==> src/rtl/sysid_check_sequencer_pkg.sv <==
// -----------------------------------------------------------------------------
// sysid_ctrl_pkg
// Shared types and constants for the system-ID check sequencer:
//   state_t              sequencer FSM states
//   ADDR_ID / ADDR_TS    sysid word selects (0 = ID, 1 = build timestamp)
//   READ_LATENCY_MAX     largest slave read latency the read port supports
//   stall_cnt_width()    width of the waitrequest stall counter, which is only
//                        built when SYSID_TIMEOUT_EN is defined
// -----------------------------------------------------------------------------
package sysid_ctrl_pkg;

  typedef enum logic [2:0] {
    ST_IDLE   = 3'd0,
    ST_RD_ID  = 3'd1,
    ST_LAT_ID = 3'd2,
    ST_RD_TS  = 3'd3,
    ST_LAT_TS = 3'd4,
    ST_FINISH = 3'd5
  } state_t;

  localparam logic ADDR_ID = 1'b0;
  localparam logic ADDR_TS = 1'b1;

  localparam int READ_LATENCY_MAX = 3;

  // Stall counter width: enough bits to hold the timeout count, kept in 8..16.
  function automatic int stall_cnt_width(input int cycles);
    int w;
    w = $clog2(cycles + 1);
    if (w < 8) w = 8;
    if (w > 16) w = 16;
    return w;
  endfunction

endpackage

==> src/rtl/sysid_check_sequencer_if.sv <==
// -----------------------------------------------------------------------------
// sysid_check_sequencer_if
// Avalon-MM read-only bus between the check sequencer (master) and the
// system-ID slave.
//   m_address      master -> slave  word select (0 = ID, 1 = timestamp)
//   m_read         master -> slave  read strobe
//   m_waitrequest  slave -> master  stall; read is accepted when low
//   m_readdata     slave -> master  32-bit read data
// -----------------------------------------------------------------------------
interface sysid_check_sequencer_if;
  logic        m_address;
  logic        m_read;
  logic        m_waitrequest;
  logic [31:0] m_readdata;

  modport master (
    output m_address,
    output m_read,
    input  m_waitrequest,
    input  m_readdata
  );

  modport slave (
    input  m_address,
    input  m_read,
    output m_waitrequest,
    output m_readdata
  );
endinterface

==> src/rtl/sysid_check_sequencer_read_port.sv <==
// -----------------------------------------------------------------------------
// sysid_read_port
// Single-read Avalon-MM handshake used by the check sequencer.
// Optional feature macro: SYSID_TIMEOUT_EN (waitrequest stall timeout).
//   clock, reset_n  system clock, asynchronous active-low reset
//   i_req           hold high while the read is outstanding (drives m_read)
//   i_addr          word select, passed straight to m_address
//   bus             Avalon master side of the sysid bus
//   o_data          m_readdata, meaningful when o_valid is high
//   o_accept        read accepted this cycle (i_req and no waitrequest)
//   o_valid         read data valid this cycle: the accept cycle when
//                   READ_LATENCY = 0, else READ_LATENCY cycles later
//   o_timeout       stall limit reached this cycle (always 0 without macro)
// -----------------------------------------------------------------------------
module sysid_read_port
  import sysid_ctrl_pkg::*;
#(
  parameter int READ_LATENCY   = 0,
  parameter int TIMEOUT_CYCLES = 255
) (
  input  logic                           clock,
  input  logic                           reset_n,
  input  logic                           i_req,
  input  logic                           i_addr,
  sysid_check_sequencer_if.master        bus,
  output logic [31:0]                    o_data,
  output logic                           o_accept,
  output logic                           o_valid,
  output logic                           o_timeout
);

  // Out-of-range latencies are clamped to what the 2-bit countdown can hold.
  localparam int LAT = (READ_LATENCY > READ_LATENCY_MAX) ? READ_LATENCY_MAX :
                       (READ_LATENCY < 0)                ? 0 : READ_LATENCY;

  logic [1:0] r_lat_cnt;

  assign bus.m_read    = i_req;
  assign bus.m_address = i_addr;
  assign o_accept      = i_req & ~bus.m_waitrequest;
  assign o_data        = bus.m_readdata;

  // Countdown loaded on acceptance; data is valid on the cycle it reads 1,
  // which is exactly LAT cycles after the accept cycle.
  always_ff @(posedge clock or negedge reset_n) begin
    if (!reset_n) begin
      r_lat_cnt <= 2'd0;
    end else if (o_accept) begin
      r_lat_cnt <= 2'(LAT);
    end else if (r_lat_cnt != 2'd0) begin
      r_lat_cnt <= r_lat_cnt - 2'd1;
    end
  end

  assign o_valid = (LAT == 0) ? o_accept : (r_lat_cnt == 2'd1);

`ifdef SYSID_TIMEOUT_EN
  localparam int STALL_W = stall_cnt_width(TIMEOUT_CYCLES);
  localparam logic [STALL_W-1:0] STALL_LAST = STALL_W'(TIMEOUT_CYCLES - 1);

  logic [STALL_W-1:0] r_stall_cnt;
  logic               w_stalling;

  assign w_stalling = i_req & bus.m_waitrequest;
  // Fires on the TIMEOUT_CYCLES-th consecutive stalled cycle; the sequencer
  // leaves the read state on the next edge, which drops m_read.
  assign o_timeout  = w_stalling & (r_stall_cnt == STALL_LAST);

  always_ff @(posedge clock or negedge reset_n) begin
    if (!reset_n) begin
      r_stall_cnt <= '0;
    end else if (!w_stalling || o_timeout) begin
      r_stall_cnt <= '0;
    end else begin
      r_stall_cnt <= r_stall_cnt + 1'b1;
    end
  end
`else
  assign o_timeout = 1'b0;
`endif

endmodule

==> src/rtl/sysid_check_sequencer.sv <==
// -----------------------------------------------------------------------------
// sysid_check_sequencer
// Boot-time / on-demand verifier for the system-ID slave. Reads word 0 (ID)
// and word 1 (build timestamp), latches them and compares each against the
// value baked in at generation.
// Optional feature macro: SYSID_TIMEOUT_EN (abort a read stalled for
// TIMEOUT_CYCLES cycles and flag timeout_err).
//   clock            system clock, rising edge
//   reset_n          asynchronous active-low reset
//   start            one-cycle pulse to begin a check (ignored while busy)
//   m_bus            Avalon-MM read master to the sysid slave
//   id_value         last captured word 0
//   timestamp_value  last captured word 1
//   busy             check in progress
//   done             one-cycle pulse when a check ends
//   id_match         id_value == EXPECTED_ID, valid from done onward
//   ts_match         timestamp_value == EXPECTED_TIMESTAMP, valid from done
//   timeout_err      sticky stall-timeout flag, cleared by the next start
// -----------------------------------------------------------------------------
module sysid_check_sequencer
  import sysid_ctrl_pkg::*;
#(
  parameter logic [31:0] EXPECTED_ID        = 32'h0000_0000,
  parameter logic [31:0] EXPECTED_TIMESTAMP = 32'd1620606931,
  parameter int          READ_LATENCY       = 0,
  parameter int          AUTO_START         = 1,
  parameter int          TIMEOUT_CYCLES     = 255
) (
  input  logic                    clock,
  input  logic                    reset_n,
  input  logic                    start,
  sysid_check_sequencer_if.master m_bus,
  output logic [31:0]             id_value,
  output logic [31:0]             timestamp_value,
  output logic                    busy,
  output logic                    done,
  output logic                    id_match,
  output logic                    ts_match,
  output logic                    timeout_err
);

  state_t      r_state;
  state_t      w_state_next;
  logic        r_auto_pending;
  logic [31:0] r_id_value;
  logic [31:0] r_ts_value;
  logic        r_id_match;
  logic        r_ts_match;

  logic        w_req;
  logic        w_addr;
  logic [31:0] w_data;
  logic        w_accept;
  logic        w_valid;
  logic        w_timeout;
  logic        w_launch;
  logic        w_cap_id;
  logic        w_cap_ts;

  // Bus controls depend on state only, so the read port's accept/valid can
  // feed the next-state logic without a combinational loop.
  assign w_req  = (r_state == ST_RD_ID) || (r_state == ST_RD_TS);
  assign w_addr = ((r_state == ST_RD_TS) || (r_state == ST_LAT_TS)) ? ADDR_TS : ADDR_ID;

  sysid_read_port #(
    .READ_LATENCY   (READ_LATENCY),
    .TIMEOUT_CYCLES (TIMEOUT_CYCLES)
  ) u_read_port (
    .clock     (clock),
    .reset_n   (reset_n),
    .i_req     (w_req),
    .i_addr    (w_addr),
    .bus       (m_bus),
    .o_data    (w_data),
    .o_accept  (w_accept),
    .o_valid   (w_valid),
    .o_timeout (w_timeout)
  );

  always_comb begin
    w_state_next = r_state;
    w_launch     = 1'b0;
    w_cap_id     = 1'b0;
    w_cap_ts     = 1'b0;
    unique case (r_state)
      ST_IDLE: begin
        if (start || r_auto_pending) begin
          w_launch     = 1'b1;
          w_state_next = ST_RD_ID;
        end
      end
      ST_RD_ID: begin
        // With zero latency valid and accept coincide, skipping LAT_ID.
        if (w_timeout) begin
          w_state_next = ST_FINISH;
        end else if (w_valid) begin
          w_cap_id     = 1'b1;
          w_state_next = ST_RD_TS;
        end else if (w_accept) begin
          w_state_next = ST_LAT_ID;
        end
      end
      ST_LAT_ID: begin
        if (w_valid) begin
          w_cap_id     = 1'b1;
          w_state_next = ST_RD_TS;
        end
      end
      ST_RD_TS: begin
        if (w_timeout) begin
          w_state_next = ST_FINISH;
        end else if (w_valid) begin
          w_cap_ts     = 1'b1;
          w_state_next = ST_FINISH;
        end else if (w_accept) begin
          w_state_next = ST_LAT_TS;
        end
      end
      ST_LAT_TS: begin
        if (w_valid) begin
          w_cap_ts     = 1'b1;
          w_state_next = ST_FINISH;
        end
      end
      ST_FINISH: begin
        // start seen here is dropped on purpose: we always pass through IDLE.
        w_state_next = ST_IDLE;
      end
      default: begin
        w_state_next = ST_IDLE;
      end
    endcase
  end

  always_ff @(posedge clock or negedge reset_n) begin
    if (!reset_n) begin
      r_state        <= ST_IDLE;
      r_auto_pending <= (AUTO_START != 0);
      r_id_value     <= 32'd0;
      r_ts_value     <= 32'd0;
      r_id_match     <= 1'b0;
      r_ts_match     <= 1'b0;
    end else begin
      r_state <= w_state_next;
      if (w_launch) begin
        r_auto_pending <= 1'b0;
        r_id_match     <= 1'b0;
        r_ts_match     <= 1'b0;
      end
      if (w_cap_id) begin
        r_id_value <= w_data;
      end
      // Both flags are registered on the edge into FINISH so they are
      // already valid while done is high.
      if (w_cap_ts) begin
        r_ts_value <= w_data;
        r_id_match <= (r_id_value == EXPECTED_ID);
        r_ts_match <= (w_data == EXPECTED_TIMESTAMP);
      end
      if (w_timeout) begin
        r_id_match <= 1'b0;
        r_ts_match <= 1'b0;
      end
    end
  end

`ifdef SYSID_TIMEOUT_EN
  logic r_timeout_err;

  always_ff @(posedge clock or negedge reset_n) begin
    if (!reset_n) begin
      r_timeout_err <= 1'b0;
    end else if (w_launch) begin
      r_timeout_err <= 1'b0;
    end else if (w_timeout) begin
      r_timeout_err <= 1'b1;
    end
  end

  assign timeout_err = r_timeout_err;
`else
  assign timeout_err = 1'b0;
`endif

  assign id_value        = r_id_value;
  assign timestamp_value = r_ts_value;
  assign busy            = (r_state != ST_IDLE) && (r_state != ST_FINISH);
  assign done            = (r_state == ST_FINISH);
  assign id_match        = r_id_match;
  assign ts_match        = r_ts_match;

endmodule

==> src/flat_wrapper.sv <==
// flat-port wrapper written by rule: the top's interface ports become plain ports
module sysid_check_sequencer_flat import sysid_ctrl_pkg::*;
#(
  parameter logic [31:0] EXPECTED_ID        = 32'h0000_0000,
  parameter logic [31:0] EXPECTED_TIMESTAMP = 32'd1620606931,
  parameter int          READ_LATENCY       = 0,
  parameter int          AUTO_START         = 1,
  parameter int          TIMEOUT_CYCLES     = 255
)
  (clock, reset_n, start, id_value, timestamp_value, busy, done, id_match, ts_match, timeout_err, m_bus_m_address, m_bus_m_read, m_bus_m_waitrequest, m_bus_m_readdata);
  sysid_check_sequencer_if m_bus_i ();
  input  logic clock;
  input  logic reset_n;
  input  logic start;
  output logic [31:0] id_value;
  output logic [31:0] timestamp_value;
  output logic busy;
  output logic done;
  output logic id_match;
  output logic ts_match;
  output logic timeout_err;
  output wire logic [$bits(m_bus_i.m_address)-1:0] m_bus_m_address;
  output wire logic [$bits(m_bus_i.m_read)-1:0] m_bus_m_read;
  input wire logic [$bits(m_bus_i.m_waitrequest)-1:0] m_bus_m_waitrequest;
  input wire logic [$bits(m_bus_i.m_readdata)-1:0] m_bus_m_readdata;
  assign m_bus_m_address = m_bus_i.m_address;
  assign m_bus_m_read = m_bus_i.m_read;
  assign m_bus_i.m_waitrequest = m_bus_m_waitrequest;
  assign m_bus_i.m_readdata = m_bus_m_readdata;
  sysid_check_sequencer #(.EXPECTED_ID(EXPECTED_ID), .EXPECTED_TIMESTAMP(EXPECTED_TIMESTAMP), .READ_LATENCY(READ_LATENCY), .AUTO_START(AUTO_START), .TIMEOUT_CYCLES(TIMEOUT_CYCLES)) u_core (.clock(clock), .reset_n(reset_n), .start(start), .m_bus(m_bus_i), .id_value(id_value), .timestamp_value(timestamp_value), .busy(busy), .done(done), .id_match(id_match), .ts_match(ts_match), .timeout_err(timeout_err));
endmodule
==> config.mk <==
export PLATFORM = sky130hd
export DESIGN_NAME = sysid_check_sequencer_flat
export DESIGN_NICKNAME = d
export VERILOG_FILES = /design/src/rtl/sysid_check_sequencer_pkg.sv /design/src/rtl/sysid_check_sequencer_if.sv /design/src/rtl/sysid_check_sequencer_read_port.sv /design/src/rtl/sysid_check_sequencer.sv /design/src/flat_wrapper.sv
export SDC_FILE = /design/constraint.sdc
export NUM_CORES = 1
export LEC_CHECK = 0
export BUFFER_PORTS_ARGS = -buffer_cell sky130_fd_sc_hd__buf_2
export CAP_MARGIN = 10
export CORE_MARGIN = 2
export CORE_UTILIZATION = 26
export DETAILED_ROUTE_END_ITERATION = 16
export GPL_ROUTABILITY_DRIVEN = 0
export HOLD_SLACK_MARGIN = 0.12
export PLACE_DENSITY = 0.45
export SYNTH_ARGS = -nofsm -noshare
export SYNTH_HDL_FRONTEND = slang
export SYNTH_SLANG_ARGS = --single-unit
==> constraint.sdc <==
create_clock -name clock -period 2 [get_ports clock]
set_input_delay 0.4 -clock clock [delete_from_list [all_inputs] [get_ports clock]]
set_output_delay 0.4 -clock clock [all_outputs]
set_load 0.05 [all_outputs]
==> reports/results.ini <==
[run_status]
status = finished clean

[setup_path]
crit_fanout = 10
cp.buffers_inverters = 1
crit_chain = or3_1, buf_2
critPathSlowestCell = dfrtp_1
r2r-end = u_core.id_value[13]
critical-path-max-stage-delay_ns = 0.53
crit_cells = 2
criticalPathCategory = reg -> out
reg2reg_from = u_core.r_state[2]
regToRegSetupSlack_ns = 0.38
arrival_ns = 1.49
worstSetupStartpointType = register
path_delay_family = flip-flops
endpoint_kind = primary output
reg2reg_depth = 4
required_ns = 1.60

[route]
firstDrtPassIters = 4
drt-vias-per-instance = 4.37
via_count = 2248
drt_iter0_drc = 102
drt_wl_total_mm = 7.83
antenna_left = 0
routedWlPerCell_um = 15.2
drc_errors = 0

[global_routing]
grtUsageTotal_pct = 13.4
grt_pass1_wl_mm = 11.9
grt_max_degree = 33
overflow = 0
antenna_found_initial = 0
grt_pass1_vias = 2213

[synth]
ys_seq_area_share_pct = 60.9
synthFlopType = dfrtp_1
netlist-cell-type-count = 28
syn_area_per_cell_um2 = 11.2
yosys_warnings = 0
ys_ff_latch = 70
synth_edf_count = 0
syn-num-nets = 294
synth_area_mm2 = 0.00288
async_flop_share_pct = 100
netlist_instances = 258

[place]
port_buffers = 105
hpwl_mm = 5.72
placed_cells = 496

[clock_tree]
cts_sinks = 70
cts_tree = done
clkTransAtPathRegs_ns = 0.07
htree_num_levels = 3
worstSkewPairLatency_ns = 0.34
clockBufferDepth = 2
clockRootBuffer = clkbuf_8
numCtsBuffers = 9

[worst_hold_path]
hp-class = in -> reg
min-delay-start = m_bus_m_readdata[2]
hold_end = u_core.timestamp_value[2]
min_path_cells = 3

[die]
dieArea_mm2 = 0.0119
die_w_um = 109
dieHeight_um = 109
rows = 38
core_area_mm2 = 0.0108
io_pins = 107
start_util_pct = 26.6

[sta]
period_share_pct = 94.7
finClkSkew_ns = 0.0109
finalHoldViolCount = 0
rsz0062_at_grt = false
worst_pin_slew_ns = 0.573
drv_slew = 0
setup_violations = 0
tns_ns = 0
max_freq_mhz = 528
post-route-min-period_ns = 1.89
hold_slack_ns = 0.277
slew_headroom_pct = 61.2

[power]
leakagePower_nw = 2.20
ir_drop_uv = 329
p_per_area_mw_per_mm2 = 728

[finish]
syn_to_final_growth_pct = 33.4
final.fill_count = 1141
layout_common_cells = 104 x buf_2, 103 x nand2_1, 67 x dfrtp_1
final_common_cell = buf_2
nets = 406
final_layout_size_suffix_gt1_share_pct = 44.7
diodes = 0
instances_no_fill = 514

[flow_run]
drv_cap = 0

==> how the worst max path moves through the flow <==
stage,startpoint,to,slack (ns)
global placement,u_core.r_state[0],u_core.id_value[8],0.28
detailed placement,u_core.r_state[0],u_core.id_value[13],0.30
finish,u_core.r_state[1],busy,0.11
floorplan,u_core.r_state[0],u_core.id_value[0],0.22
CTS,u_core.r_state[0],busy,0.006
global route,u_core.r_state[2],busy,0.01
==> layout make-up <==
cell class                      count  area, µm²  share of cell area (%)
Sequential cell                    70       1760                    45.7
Multi-Input combinational cell    174       1060                    27.6
Timing Repair Buffer              115        631                    16.4
Tap cell                          140        175                    4.56
Clock buffer                       10        138                    3.58
Clock inverter                      5       83.8                    2.18
==> kinds of logic after synthesis <==
family,after synthesis,synth area share (%)
XOR/XNOR,1,0.304
multiplexers,32,12.5
buffers and inverters,14,3.08
AO/OA/AOI/OAI,5,1.30
AND/OR/NAND/NOR,135,21.8
other,1,0.130
flip-flops,70,60.9
==> through the flow <==
step / area [µm²] / setup slack, ns / util (%) / total power [mW]
after global routing: 3840 / 0.0112 / 35.4 / 2.91
after floorplan: 2880 / 0.215 / - / 1.45
after detailed placement: 3590 / 0.299 / 33.1 / 1.55
after global placement: 3590 / 0.280 / 33.1 / 1.55
after CTS: 3820 / 0.00645 / 35.3 / 2.84
final: 3840 / 0.107 / 35.4 / 2.80
==> power by group <==
group	internal [mW]	total (mW)	leakage, nW	switching, mW
logic	0.0378	0.105	1.13	0.0674
registers	1.41	1.41	0.968	0
clock network	0.731	1.28	0.105	0.545
==> cell usage after synthesis (2+ instances only) <==
library cell / n / area [µm²]
nor4bb_1: 3 / 30.0
nand4_1: 4 / 25.0
nand2_1: 103 / 387
clkbuf_1: 3 / 11.3
o21a_1: 2 / 15.0
nor2b_1: 3 / 18.8
buf_2: 5 / 25.0
nor2_1: 3 / 11.3
dfrtp_1: 69 / 1730
nand4b_1: 2 / 17.5
o32ai_1: 2 / 17.5
buf_4: 2 / 15.0
mux2_2: 31 / 349
nor4_1: 9 / 56.3
buf_6: 3 / 33.8
nand4bb_1: 2 / 22.5
==> worst min-delay path: cells and delay by family <==
family	cells	cell delay, ns
buffers and inverters	1	0.09
and+or+nand+nor	2	0.08
==> repair_timing <==
item	4_1_cts	5_1_grt
endpoints found under the hold margin	30	0
buffers inserted	0	2
hold buffers	1	0
resized for setup	0	2
setup endpoints to repair	0	2
==> flip-flops by register name (all words and copies together), names as in the netlist <==
register                count
u_core.id_value            32
u_core.timestamp_value     32
u_core.id_match             1
u_core.r_state              3
u_core.r_auto_pending       1
u_core.ts_match             1
==> routing by layer <==
layer	vias to the layer above	global-route usage, %	share of wire (%)
li1	1084	-	-
met1	1091	18.4	48
met2	68	20.3	46
met3	5	4.24	5.3
met4	0	4.07	0.78
met5	-	0	0
No activity file was read; power rests on OpenSTA's default activity.
